<file path="config.mk">
export PLATFORM = sky130hd
export DESIGN_NAME = sdp_sram_be
export DESIGN_NICKNAME = d
export VERILOG_FILES = /design/src/rtl/sdp_sram_pkg.sv /design/src/rtl/sdp_sram_array.sv /design/src/rtl/sdp_sram_be.sv
export SDC_FILE = /design/constraint.sdc
export NUM_CORES = 1
export LEC_CHECK = 0
export BUFFER_PORTS_ARGS = -buffer_cell sky130_fd_sc_hd__buf_2
export CAP_MARGIN = 20
export CORE_MARGIN = 1.5
export CORE_UTILIZATION = 54
export CTS_CLUSTER_DIAMETER = 60
export DETAILED_ROUTE_END_ITERATION = 10
export GPL_TIMING_DRIVEN = 0
export PLACE_DENSITY = 0.68
export SYNTH_ARGS = -nofsm -noshare
export SYNTH_HDL_FRONTEND = slang
export SYNTH_SLANG_ARGS = --single-unit
</file>
<file path="constraint.sdc">
create_clock -name clk -period 5.1 [get_ports clk]
set_clock_uncertainty 0.2 [all_clocks]
set_input_delay 0.765 -clock clk [delete_from_list [all_inputs] [get_ports clk]]
set_output_delay 0.765 -clock clk [all_outputs]
set_load 0.02 [all_outputs]
</file>
<file path="src/rtl/sdp_sram_pkg.sv">
// sdp_sram_pkg: shared definitions for the simple-dual-port byte-enable SRAM.
//   RDW_OLD / RDW_NEW / RDW_X : same-address read-during-write policies
//   clr_state_e               : clear-sequencer state encoding
//   byte_parity()             : even-parity bit of a (zero-extended) byte
package sdp_sram_pkg;

    localparam int RDW_OLD = 0;
    localparam int RDW_NEW = 1;
    localparam int RDW_X   = 2;

    typedef enum logic {
        ST_IDLE  = 1'b0,
        ST_CLEAR = 1'b1
    } clr_state_e;

    localparam int PAR_MAX_W = 64;

    // The stored bit makes the byte plus parity contain an even number of ones.
    function automatic logic byte_parity(input logic [PAR_MAX_W-1:0] b);
        return ^b;
    endfunction

endpackage

</file>
<file path="src/rtl/sdp_sram_array.sv">
// sdp_sram_array: bare storage for sdp_sram_be. No reset.
//   clk          : clock
//   we           : write strobe
//   waddr/wdata  : write address / lane-packed write word
//   wlane        : per-lane write enable (lane i = bits [i*LANE_W +: LANE_W])
//   raddr/rdata  : combinational read port
module sdp_sram_array
    import sdp_sram_pkg::*;
#(
    parameter int ADDR_WIDTH = 4,
    parameter int DEPTH      = 16,
    parameter int LANES      = 2,
    parameter int LANE_W     = 8
) (
    input  logic                      clk,
    input  logic                      we,
    input  logic [ADDR_WIDTH-1:0]     waddr,
    input  logic [LANES*LANE_W-1:0]   wdata,
    input  logic [LANES-1:0]          wlane,
    input  logic [ADDR_WIDTH-1:0]     raddr,
    output logic [LANES*LANE_W-1:0]   rdata
);

    logic [LANES*LANE_W-1:0] mem [DEPTH];

    always_ff @(posedge clk) begin
        if (we) begin
            for (int i = 0; i < LANES; i++) begin
                if (wlane[i]) begin
                    mem[waddr][i*LANE_W +: LANE_W] <= wdata[i*LANE_W +: LANE_W];
                end
            end
        end
    end

    assign rdata = mem[raddr];

endmodule

</file>
<file path="src/rtl/sdp_sram_be.sv">
// sdp_sram_be: simple-dual-port SRAM with byte enables, 1/2-cycle read latency,
// selectable read-during-write policy and a post-reset clear sequencer.
// Optional build macro SDP_SRAM_PARITY_EN adds one even-parity bit per byte
// and the par_err output.
//   clk, rst                    : clock, async active-high reset
//   wr_en/wr_addr/wr_data/wr_be : write port with per-byte enables
//   rd_en/rd_addr               : read request
//   rd_data/rd_valid            : registered read data and one-cycle strobe
//   busy                        : clear in progress, requests dropped
//   par_err (parity build only) : parity mismatch, pulses with rd_valid
//
// state    | meaning
// ST_CLEAR | zeroing mem[cnt], one word per cycle, busy=1
// ST_IDLE  | normal operation until next rst
module sdp_sram_be
    import sdp_sram_pkg::*;
#(
    parameter int ADDR_WIDTH   = 4,
    parameter int DATA_WIDTH   = 16,
    parameter int BYTE_WIDTH   = 8,
    parameter int DEPTH        = 2**ADDR_WIDTH,
    parameter int READ_LATENCY = 1,
    parameter int RDW_MODE     = 0,
    parameter int INIT_CLEAR   = 1
) (
    input  logic                             clk,
    input  logic                             rst,
    input  logic                             wr_en,
    input  logic [ADDR_WIDTH-1:0]            wr_addr,
    input  logic [DATA_WIDTH-1:0]            wr_data,
    input  logic [DATA_WIDTH/BYTE_WIDTH-1:0] wr_be,
    input  logic                             rd_en,
    input  logic [ADDR_WIDTH-1:0]            rd_addr,
    output logic [DATA_WIDTH-1:0]            rd_data,
    output logic                             rd_valid,
    output logic                             busy
`ifdef SDP_SRAM_PARITY_EN
    ,
    output logic                             par_err
`endif
);

    localparam int NB = DATA_WIDTH / BYTE_WIDTH;
`ifdef SDP_SRAM_PARITY_EN
    localparam int LANE_W = BYTE_WIDTH + 1;
`else
    localparam int LANE_W = BYTE_WIDTH;
`endif
    localparam int MW = NB * LANE_W;
    localparam logic [ADDR_WIDTH:0]   DEPTH_W = (ADDR_WIDTH+1)'(DEPTH);
    localparam logic [ADDR_WIDTH-1:0] LAST    = ADDR_WIDTH'(DEPTH - 1);

    clr_state_e            state_q, state_d;
    logic [ADDR_WIDTH-1:0] cnt_q, cnt_d;

    always_ff @(posedge clk or posedge rst) begin
        if (rst) begin
            state_q <= (INIT_CLEAR != 0) ? ST_CLEAR : ST_IDLE;
            cnt_q   <= '0;
        end else begin
            state_q <= state_d;
            cnt_q   <= cnt_d;
        end
    end

    always_comb begin
        state_d = state_q;
        cnt_d   = cnt_q;
        if (state_q == ST_CLEAR) begin
            cnt_d = cnt_q + 1'b1;
            if (cnt_q == LAST) begin
                state_d = ST_IDLE;
                cnt_d   = '0;
            end
        end
    end

    always_comb begin
        busy = (state_q == ST_CLEAR);
    end

    logic wr_acc, rd_acc, rd_in_range, collide;
    assign wr_acc      = wr_en && !busy && ({1'b0, wr_addr} < DEPTH_W);
    assign rd_acc      = rd_en && !busy;
    assign rd_in_range = {1'b0, rd_addr} < DEPTH_W;
    assign collide     = wr_acc && (wr_addr == rd_addr);

    logic [MW-1:0]         wr_lanes, arr_wdata, arr_rdata;
    logic [NB-1:0]         arr_wlane;
    logic                  arr_we;
    logic [ADDR_WIDTH-1:0] arr_waddr;

    always_comb begin
        wr_lanes = '0;
        for (int i = 0; i < NB; i++) begin
            wr_lanes[i*LANE_W +: BYTE_WIDTH] = wr_data[i*BYTE_WIDTH +: BYTE_WIDTH];
`ifdef SDP_SRAM_PARITY_EN
            wr_lanes[i*LANE_W + BYTE_WIDTH] =
                byte_parity(PAR_MAX_W'(wr_data[i*BYTE_WIDTH +: BYTE_WIDTH]));
`endif
        end
    end

    // The clear sequencer owns the array port while busy; data and parity are zero.
    always_comb begin
        arr_we    = 1'b0;
        arr_waddr = wr_addr;
        arr_wdata = '0;
        arr_wlane = '0;
        if (busy) begin
            arr_we    = 1'b1;
            arr_waddr = cnt_q;
            arr_wlane = '1;
        end else if (wr_acc) begin
            arr_we    = 1'b1;
            arr_wdata = wr_lanes;
            arr_wlane = wr_be;
        end
    end

    sdp_sram_array #(
        .ADDR_WIDTH (ADDR_WIDTH),
        .DEPTH      (DEPTH),
        .LANES      (NB),
        .LANE_W     (LANE_W)
    ) u_array (
        .clk   (clk),
        .we    (arr_we),
        .waddr (arr_waddr),
        .wdata (arr_wdata),
        .wlane (arr_wlane),
        .raddr (rd_addr),
        .rdata (arr_rdata)
    );

    // Read word as seen at the accepting edge; the array read is pre-write,
    // so RDW_OLD needs no special handling.
    logic [DATA_WIDTH-1:0] s1_data;
    logic                  s1_err;
    always_comb begin
        s1_data = '0;
        s1_err  = 1'b0;
        if (rd_in_range) begin
            for (int i = 0; i < NB; i++) begin
                if (collide && (RDW_MODE == RDW_NEW) && wr_be[i]) begin
                    s1_data[i*BYTE_WIDTH +: BYTE_WIDTH] = wr_data[i*BYTE_WIDTH +: BYTE_WIDTH];
                end else begin
                    s1_data[i*BYTE_WIDTH +: BYTE_WIDTH] = arr_rdata[i*LANE_W +: BYTE_WIDTH];
`ifdef SDP_SRAM_PARITY_EN
                    if (byte_parity(PAR_MAX_W'(arr_rdata[i*LANE_W +: BYTE_WIDTH]))
                            != arr_rdata[i*LANE_W + BYTE_WIDTH]) begin
                        s1_err = 1'b1;
                    end
`endif
                end
            end
            if (collide && (RDW_MODE == RDW_X)) begin
                s1_data = 'x;
                s1_err  = 1'b0;
            end
        end
    end

    logic                  p_valid_q, p_valid_d, p_err_q, p_err_d;
    logic [DATA_WIDTH-1:0] p_data_q, p_data_d;
    logic                  rd_valid_q, rd_valid_d, par_err_q, par_err_d;
    logic [DATA_WIDTH-1:0] rd_data_q, rd_data_d;

    always_comb begin
        p_valid_d = rd_acc;
        p_data_d  = rd_acc ? s1_data : p_data_q;
        p_err_d   = rd_acc && s1_err;
        if (READ_LATENCY == 2) begin
            rd_valid_d = p_valid_q;
            rd_data_d  = p_valid_q ? p_data_q : rd_data_q;
            par_err_d  = p_valid_q && p_err_q;
        end else begin
            rd_valid_d = rd_acc;
            rd_data_d  = rd_acc ? s1_data : rd_data_q;
            par_err_d  = rd_acc && s1_err;
        end
    end

    always_ff @(posedge clk or posedge rst) begin
        if (rst) begin
            p_valid_q  <= 1'b0;
            p_data_q   <= '0;
            p_err_q    <= 1'b0;
            rd_valid_q <= 1'b0;
            rd_data_q  <= '0;
            par_err_q  <= 1'b0;
        end else begin
            p_valid_q  <= p_valid_d;
            p_data_q   <= p_data_d;
            p_err_q    <= p_err_d;
            rd_valid_q <= rd_valid_d;
            rd_data_q  <= rd_data_d;
            par_err_q  <= par_err_d;
        end
    end

    assign rd_data  = rd_data_q;
    assign rd_valid = rd_valid_q;
`ifdef SDP_SRAM_PARITY_EN
    assign par_err  = par_err_q;
`else
    logic unused_par;
    assign unused_par = par_err_q ^ p_err_q;
`endif

endmodule

</file>
==> impl_metrics.toml <==
[synthesis]
yosys.cell_types.count = 34
synth_compound_area_share_pct = 4.02
syn_area_per_cell_sq_um = 15.8
synthSimpleGateAreaFrac_pct = 7.73
synthesis.instances = 703
netlist_area_sq_um = 11100
register_bit_total_from_synthesis = 278
synth.yosys.seq_area_share_pct = 74.2
synthAdderAreaFrac_pct = 0.113
yosysWarningCount = 0
async_set_reset_flop_share_out_of_synthesis_pct = 7.91
mux_contribution_to_synthesized_area_pct = 11.6
synth_flop_cell = "sky130_fd_sc_hd__edfxtp_1"
synth_top_family_by_area = "multiplexers"
synth_fp_nets = 734
synth_xor_area_share_pct = 0.0789
synth_enable_flop_cells = 256

[floorplan]
die_width_um = 146
floorplan.die.height_um = 146
initial_utilization_pct = 55.0
rows = 52
design.die.area_sq_um = 21400
placeableCoreArea_sq_um = 20200
io_pins = 48

[cts]
numClockSinks = 278
clock_insertion_delay_worst_skew_ns = 0.52
maximum_buffer_depth_of_the_clock_tree = 3
cts_inserted_buffers = 27
cts_hold_buffers = 0
clock-root-buffer = "sky130_fd_sc_hd__clkbuf_16"
post-cts-setup-buffer-count = 0
clock_transition_time_at_the_flip_flop_clock_pins_of_the_worst_setup_and_hold_paths_ns = 0.06
cts-htree-levels = 1
cts_tree = "yes"
post_cts.resized_instances = 0

[timing]
maxSlewViolCount = 0
period_share_pct = 58.1
timing.final.setup_violations = 0
hold_viol_final = 0
timing.hold.ws_ns = 0.00881
setup_slack_ns = 2.14
fin_setup_tns_ns = 0
max_clock_freq_mhz = 338
rsz0062_at_grt = "false"
worst_pin_slew_ns = 1.00
slew_headroom_pct = 32.8
min_period_ns = 2.96

[placed_design]
post_dp_cell_area_sq_um = 11700
globalplace.congestion = 0.894
post-dp-hpwl_um = 17100
port_buffers = 46
dp_worst_setup_slack_ns = 2.15

[setup_path]
critical_path.endpoint_type = "flip-flop"
worst-path-max-fanout = 10
worstSetupPathType = "flip-flop to flip-flop"
crit_path_max_incr_delay_ns = 0.74
startpoint_type = "flip-flop"
timing.critical_path.slowest_stage_cell = "sky130_fd_sc_hd__nor2_1"
worstPathRequired_ns = 5.05
worstPathArrival_ns = 2.91
crit_chain = "buf_2, inv_1, o31ai_1, nand2_1, nor2_1"

[layout]
synthToLayoutAreaGrowth_pct = 12.2
num-fill-cells = 1498
design_area_sq_um = 12500
diodes = 0
drive_gt1_share_pct = 14.4
final_net_count = 810
utilization_pct = 61.8

[route]
wl_per_cell_um = 22.9
route.vias.total = 6232
remaining_drc_errors = 0
drt_iter0_drc = 533
final_antenna_net_count = 0
vias_per_cell = 5.84
totalWireLength_um = 24400
detail_route.first_pass.iterations = 5

[power_and_ir_drop]
vdd_ir_drop_max_mv = 0.295
cellPowerDensity_nw_per_um2 = 367
p_leak_nw = 4.69

[status]
run_status = "complete, no violations"

[global_routing]
grt-ovfl-total = 0
grt_pass1_vias = 6330
grt_antenna_before_repair = 0
grt_use_total_pct = 22.9
grt_start_max_net_pins = 23
grt_first_pass_wirelength_um = 36600

[hold_path]
worst_hold_path_type = "input pin to asynchronous set/reset pin"

[job]
timing.max_cap.violations = 0
critical path, delay by kind of cell, from the launching register on:
family / cells / cell delay [ns]
compound gates: 1 / 0.55
simple gates: 2 / 0.95
flops: 1 / 0.53
buf+inv: 2 / 0.35
cells in the final DEF (no fill, tap or decap), types with 5 or more instances in the layout:
cell type and instances:
sky130_fd_sc_hd__nand2_1 74, sky130_fd_sc_hd__nor2_1 35, sky130_fd_sc_hd__inv_1 5, sky130_fd_sc_hd__clkinv_1 11, sky130_fd_sc_hd__clkinv_2 7, sky130_fd_sc_hd__dfrtp_1 21
sky130_fd_sc_hd__a21oi_1 18, sky130_fd_sc_hd__nand4_1 14, sky130_fd_sc_hd__buf_4 10, sky130_fd_sc_hd__clkbuf_1 13, sky130_fd_sc_hd__clkbuf_16 27, sky130_fd_sc_hd__and2_1 17
sky130_fd_sc_hd__a22oi_1 35, sky130_fd_sc_hd__buf_2 59, sky130_fd_sc_hd__mux2i_1 128, sky130_fd_sc_hd__edfxtp_1 256, sky130_fd_sc_hd__nand3_1 36
kinds of logic after synthesis:
family | count (synthesis)
simple gates | 188
compound gates | 64
buf+inv | 42
flops | 278
mux | 129
xor+xnor | 1
fa+ha+maj | 1
synthesized netlist by cell type, types with 5 or more instances:
master	instances	area share [%]
sky130_fd_sc_hd__and2_1	17	0.96
sky130_fd_sc_hd__mux2i_1	128	12
sky130_fd_sc_hd__nand4_1	14	0.79
sky130_fd_sc_hd__dfrtp_1	21	4.7
sky130_fd_sc_hd__a22oi_1	35	2.4
sky130_fd_sc_hd__buf_4	10	0.68
sky130_fd_sc_hd__buf_2	13	0.59
sky130_fd_sc_hd__clkbuf_1	10	0.34
sky130_fd_sc_hd__a21oi_1	18	0.81
sky130_fd_sc_hd__edfxtp_1	256	69
sky130_fd_sc_hd__nor2_1	35	1.2
sky130_fd_sc_hd__nand2_1	74	2.5
sky130_fd_sc_hd__nand3_1	36	1.6
sky130_fd_sc_hd__inv_1	5	0.17
final timing paths:
kind                             from                 end  slack, ns  cells after the start
hold reg to reg            rd_data[5]          rd_data[5]       0.28                      2
min in group clk           rd_data[5]          rd_data[5]       0.28                      2
setup / recovery                 busy  u_array.mem[0][10]       2.14                      5
hold / removal                    rst            cnt_q[0]      0.009                      2
setup reg to reg                 busy  u_array.mem[0][10]       2.14                      5
max in group asynchronous         rst            rd_valid       4.26                      3
where the power goes:
group	switching, mW	leakage [nW]	internal, mW
Sequential	0.0148	2.73	2.52
Combinational	0.196	1.58	0.0937
Clock	0.789	0.381	0.958
routing by layer:
metal | global-route usage, % | up-vias | share of wire (%)
met5 | 0 | - | 0
met2 | 37.3 | 274 | 47
met3 | 3.53 | 62 | 6.7
met1 | 31.8 | 3077 | 43
met4 | 8.13 | 0 | 3.2
li1 | - | 2819 | -
layout make-up:
class,count,area [sq um],area share (%)
buffer,37,223,1.79
clock buffer,30,687,5.51
clock inverter,18,76.3,0.613
inverter,5,18.8,0.151
multi-input combinational,383,2620,21.0
sequential,278,8240,66.1
tap,270,338,2.71
timing repair buffer,47,258,2.07
registers in the layout, summed over array words and instances, names as in the netlist:
signal and count:
busy 1, cnt_q 4, rd_data 16, rd_valid 1, u_array.mem 256
metrics by stage:
step                      power, mW  instances
after global placement         2.86       1019
after global routing           4.70       1068
after CTS                      4.58       1067
final                          4.57       1068
after floorplan                2.76        703
after detailed placement       2.87       1019
No activity file was read; power rests on OpenSTA's default activity.
